File: src/rtl/key_scan_pkg.sv
// Shared constants and row-state encoding for the 4x4 key-matrix scanner.
package key_scan_pkg;

  localparam int unsigned ROWS     = 4;
  localparam int unsigned COLS     = 4;
  localparam logic [15:0] KEY_IDLE = 16'hFFFF;

  typedef enum logic [1:0] {
    S_R0 = 2'd0,
    S_R1 = 2'd1,
    S_R2 = 2'd2,
    S_R3 = 2'd3
  } row_state_e;

  localparam logic [3:0] ROW_DRIVE [ROWS] = '{4'b1110, 4'b1101, 4'b1011, 4'b0111};

endpackage

File: src/rtl/key_col_sync.sv
// Two-flop synchronizer for the raw active-low column lines; resets to all-ones (idle).
module key_col_sync (
  input  logic       clk,
  input  logic       rst,
  input  logic [3:0] col_i,
  output logic [3:0] col_o
);

  logic [3:0] s1_q, s1_d;
  logic [3:0] s2_q, s2_d;

  always_comb begin
    s1_d = col_i;
    s2_d = s1_q;
  end

  always_ff @(posedge clk) begin
    if (rst) begin
      s1_q <= '1;
      s2_q <= '1;
    end else begin
      s1_q <= s1_d;
      s2_q <= s2_d;
    end
  end

  assign col_o = s2_q;

endmodule

File: src/rtl/key_matrix_scan.sv
// 4x4 active-low key-matrix scanner with whole-frame debounce.
// Optional KeyStrobe output (change pulse) is enabled by defining KEY_STROBE_EN.
module key_matrix_scan
  import key_scan_pkg::*;
#(
  parameter int unsigned SCAN_DIV   = 50000,
  parameter int unsigned DEBOUNCE_N = 4
) (
  input  logic       Clk,
  input  logic       Rst,
  input  logic [3:0] Col,
  output logic [3:0] Row,
  output logic [7:0] KeyH,
  output logic [7:0] KeyL
`ifdef KEY_STROBE_EN
  ,
  output logic       KeyStrobe
`endif
);

  localparam int unsigned CNT_W  = (SCAN_DIV > 1) ? $clog2(SCAN_DIV) : 1;
  localparam int unsigned STAB_W = $clog2(DEBOUNCE_N + 1);
  localparam logic [CNT_W-1:0]  CNT_LAST  = CNT_W'(SCAN_DIV - 1);
  localparam logic [STAB_W-1:0] STAB_FULL = STAB_W'(DEBOUNCE_N);

  logic [3:0]        col_sync;
  logic              tick;
  logic [CNT_W-1:0]  cnt_q, cnt_d;
  row_state_e        state_q, state_d;
  logic [15:0]       raw_q, raw_d;
  logic              frame_done_q, frame_done_d;
  logic [15:0]       cand_q, cand_d;
  logic [STAB_W-1:0] stab_q, stab_d;
  logic [15:0]       key_q, key_d;

  key_col_sync u_col_sync (
    .clk   (Clk),
    .rst   (Rst),
    .col_i (Col),
    .col_o (col_sync)
  );

  always_comb begin
    tick         = (cnt_q == CNT_LAST);
    cnt_d        = tick ? '0 : cnt_q + 1'b1;
    state_d      = state_q;
    raw_d        = raw_q;
    frame_done_d = tick && (state_q == S_R3);
    cand_d       = cand_q;
    stab_d       = stab_q;
    key_d        = key_q;

    if (tick) begin
      unique case (state_q)
        S_R0: begin raw_d[3:0]   = col_sync; state_d = S_R1; end
        S_R1: begin raw_d[7:4]   = col_sync; state_d = S_R2; end
        S_R2: begin raw_d[11:8]  = col_sync; state_d = S_R3; end
        S_R3: begin raw_d[15:12] = col_sync; state_d = S_R0; end
      endcase
    end

    // Compare one clock after the frame closes, so raw_q already holds row 3.
    if (frame_done_q) begin
      if (raw_q == cand_q) begin
        if (stab_q != STAB_FULL) stab_d = stab_q + 1'b1;
      end else begin
        cand_d = raw_q;
        stab_d = STAB_W'(1);
      end
      if (stab_d == STAB_FULL) key_d = cand_d;
    end
  end

  always_ff @(posedge Clk) begin
    if (Rst) begin
      cnt_q        <= '0;
      state_q      <= S_R0;
      raw_q        <= KEY_IDLE;
      frame_done_q <= 1'b0;
      cand_q       <= KEY_IDLE;
      stab_q       <= '0;
      key_q        <= KEY_IDLE;
    end else begin
      cnt_q        <= cnt_d;
      state_q      <= state_d;
      raw_q        <= raw_d;
      frame_done_q <= frame_done_d;
      cand_q       <= cand_d;
      stab_q       <= stab_d;
      key_q        <= key_d;
    end
  end

  assign Row  = ROW_DRIVE[state_q];
  assign KeyH = key_q[15:8];
  assign KeyL = key_q[7:0];

`ifdef KEY_STROBE_EN
  logic strobe_q, strobe_d;

  always_comb begin
    strobe_d = (key_d != key_q);
  end

  always_ff @(posedge Clk) begin
    if (Rst) strobe_q <= 1'b0;
    else     strobe_q <= strobe_d;
  end

  assign KeyStrobe = strobe_q;
`endif

endmodule
File: config.mk
export PLATFORM = sky130hd
export DESIGN_NAME = key_matrix_scan
export DESIGN_NICKNAME = d
export VERILOG_FILES = /design/src/rtl/key_scan_pkg.sv /design/src/rtl/key_col_sync.sv /design/src/rtl/key_matrix_scan.sv
export SDC_FILE = /design/constraint.sdc
export NUM_CORES = 1
export LEC_CHECK = 0
export BUFFER_PORTS_ARGS = -buffer_cell sky130_fd_sc_hd__buf_4
export CAP_MARGIN = 10
export CORE_MARGIN = 2
export CORE_UTILIZATION = 59
export DETAILED_ROUTE_END_ITERATION = 8
export GPL_ROUTABILITY_DRIVEN = 1
export GPL_TIMING_DRIVEN = 0
export HOLD_SLACK_MARGIN = 0.1
export PLACE_DENSITY_LB_ADDON = 0.08
export SLEW_MARGIN = 10
export SYNTH_ARGS = -nofsm -noshare
export SYNTH_HDL_FRONTEND = slang
export SYNTH_SLANG_ARGS = --single-unit
File: constraint.sdc
create_clock -name Clk -period 2.15 [get_ports Clk]
set_input_delay 0.1075 -clock Clk [delete_from_list [all_inputs] [get_ports Clk]]
set_output_delay 0.1075 -clock Clk [all_outputs]
set_load 0.02 [all_outputs]
==> results.tsv <==
stage	metric	value	unit
sta	Period minus WS final	1.91	ns
clock_network	clock sinks	78	
global_route	wire length of the first global-routing pass	10900	um
synthesis	share of the synthesized area in the top cell type	47.0	%
final_layout	Area growth syn-to-layout	14.8	%
final_layout	fill count	451	
outcome	status	finished, final reports clean	
synthesis	top-count cell post-synth	dfxtp_1	
clock_network	Clk pin slew, worst setup/hold paths	0.08	ns
sta	RSZ-0062 raised after global routing	no	
power_and_ir_drop	Overall Power	0.00254	W
power_and_ir_drop	Power Density	665	mW/mm^2
synthesis	Post-synth top cells	dfxtp_1 (78), nor2_1 (57), nand2_1 (26)	
floorplan	Core ar.	0.00547	sq mm
route	post-detailed-route wirelength per cell	13.6	um
sta	skew final	0.0125	ns
clock_network	Num CTS Buffers	9	
sta	setup TNS	0	ns
global_route	initial antenna violation count	0	
final_layout	layout cells sized above 1	13.7	%
synthesis	Seq cells post-synth	78	
synthesis	syn_nets	376	
worst_hold_path	Worst Hold Depth	1	
placed_design	Detail Placement HPWL	4630	um
floorplan	Die Area	0.00625	sq mm
synthesis	Post-synth ARST share	0	%
synthesis	Synth area leader	dfxtp_1	
synthesis	cells after synthesis	359	
final_layout	# diodes	0	
clock_network	clock root buffer	clkbuf_8	
synthesis	synth top area cells	dfxtp_1 (47%), nor2_1 (6.4%), xnor2_1 (6.1%)	
placed_design	Placer Congestion	0.842	
floorplan	die height	79.1	um
clock_network	clk buf depth	2	
synthesis	register area share after synthesis	47.0	%
floorplan	Ports	26	
setup_path	Worst Path Max Fanout	10	
final_layout	Multi-input gate area	0.00162	sq mm
synthesis	Post-synth EDFFs	0	
sta	worst-margin pin slew	0.481	ns
setup_path	reg2reg path depth	7	
route	via/cell ratio	5.18	
route	antenna-violating nets left	0	
route	Initial DRT Pass Iterations	5	
global_route	All-Layer GR Usage	22.8	%
sta	max_slew headroom	67.9	%
global_route	pin count of the biggest net entering global routing	14	
route	Initial DRC Count	151	
route	drc violations	0	
sta	fin crit share	88.8	%
final_layout	nets	414	
placed_design	I/O Buffers	24	
synthesis	Yosys cell types	33	
route	vias	2453	
synthesis	Syn Area/Cell	9.26	sq um
global_route	vias in the first global route	2311	
synthesis	mapped cell area	0.00333	sq mm
clock_network	CTS tree	done	
setup_path	WP data required	2.39	ns
worst_hold_path	HP Class	reg2reg	
setup_path	Startpoint Class	flop	
power_and_ir_drop	Peak VDD IR	0.000481	V
setup_path	CP Class	reg2reg	
setup_path	critical path arrival	2.15	ns
sta	Max Freq	0.524	GHz
clock_network	PostCTS Resize Cnt	0	
run	maxcap violations	0	
sta	final hold viol count	0	
clock_network	CTS H-Tree Depth	3	
sta	final count of pins violating max slew	0	
setup_path	CP endpoint kind	flop	
clock_network	worst skew pair latency	0.35	ns
power_and_ir_drop	P_leak	1.61	nW
global_route	total global routing overflow	0	
clock_network	post-CTS setup buffer count	0	
floorplan	Die X	79.1	um
synthesis	top_reg_cell synth	dfxtp_1	
sta	Setup Viol. Count Final	0	
route	Total Wirelength	6440	um
floorplan	row count	27	
final_layout	Sequential cell area	0.00156	sq mm
synthesis	Yosys Warn Count	0	
floorplan	Initial Utilization	60.8	%
-- critical path, cell delays in order (launching register included) --
cell,delay (ns)
dfxtp_1,0.44
xnor2_1,0.16
nand4_1,0.13
nor4_2,0.43
nand4b_1,0.18
buf_6,0.19
buf_12,0.15
mux2i_1,0.12
-- kinds of logic (layout without fill, tap and decap cells) --
logic type,count (synthesis),after routing,share of synthesized area (%)
flops,78,78,47.0
buf+inv,30,73,4.21
mux,18,18,5.42
xor+xnor,30,30,7.90
compound gates,23,23,5.53
fa+ha+maj,11,11,4.14
simple gates,169,169,25.8
-- routing by layer --
| metal | up-vias | GRT usage, % | part of all wire (%) |
|---|---|---|---|
| met3 | 8 | 5.11 | 4.2 |
| met2 | 43 | 36.4 | 46 |
| li1 | 1278 | - | - |
| met4 | 0 | 9.83 | 1.3 |
| met1 | 1124 | 29.7 | 48 |
| met5 | - | 0 | 0 |
-- power by group --
group	internal (W)	switching, W
sequential	0.00146	0.00000949
clock	0.000480	0.000531
combinational	0.0000272	0.0000344
total	0.00196	0.000575
-- state kept, by name (all words and copies together) (netlist names) --
name / flops
u_col_sync.s1_q: 4
frame_done_q: 1
key_q: 16
stab_q: 3
cand_q: 16
state_q: 2
raw_q: 16
u_col_sync.col_o: 4
cnt_q: 16
-- through the flow --
stage          util [%]  setup WS, ns  instance area, sq um  hold slack [ns]  instances
6_report           69.8         0.242                  3820            0.407        474
5_1_grt            69.8        0.0856                  3820            0.419        474
4_1_cts            69.8         0.124                  3820            0.411        475
3_5_place_dp       65.7         0.135                  3600            0.295        455
3_3_place_gp       65.7         0.176                  3600            0.292        455
2_1_floorplan         -         0.446                  3330            0.211        359
-- final timing paths --
| path | startpoint | to | slack (ns) |
|---|---|---|---|
| worst max-delay path | raw_q[0] | key_q[13] | 0.24 |
| worst min-delay path | u_col_sync.s1_q[2] | u_col_sync.col_o[2] | 0.41 |
| worst max register to register | raw_q[0] | key_q[13] | 0.24 |
| worst min register to register | u_col_sync.s1_q[2] | u_col_sync.col_o[2] | 0.41 |
-- layout by cell type (no fill, tap or decap), drive strengths merged --
cell type / netlist / final
buf: 7 / 31
a211oi: 3 / 3
ha: 11 / 11
nand3b: 17 / 17
nand2b: 1 / 1
mux2i: 18 / 18
clkbuf: 13 / 23
nor4: 1 / 1
clkinvlp: 0 / 2
nor2: 57 / 57
and4: 1 / 1
clkinv: 0 / 3
nor4bb: 2 / 2
nand4: 6 / 6
nor2b: 16 / 16
nand4b: 1 / 1
xor2: 7 / 7
nand3: 25 / 25
or2: 9 / 9
a21oi: 3 / 3
a211o: 16 / 16
and3: 3 / 3
dfxtp: 78 / 78
nor3: 2 / 2
xnor2: 23 / 23
nor4b: 1 / 1
nand2: 26 / 26
dlygate4sd3: 0 / 4
inv: 10 / 10
nor3b: 1 / 1
o21ai: 1 / 1
-- repair_timing --
| item | in CTS | in global routing |
|---|---|---|
| endpoints found under the hold margin | 4 | 0 |
| hold buffers | 4 | 0 |
| setup endpoints to repair | 0 | 10 |
-- layout make-up --
cell class	instances	share of cell area, %
sequential	78	40.9
clock inverter	5	0.885
inverter	10	0.983
buffer	19	2.59
multi-input combinational	251	42.5
timing repair buffer	28	5.77
clock buffer	11	3.97
tap	72	2.36
Power figures use the tool's default switching activity.
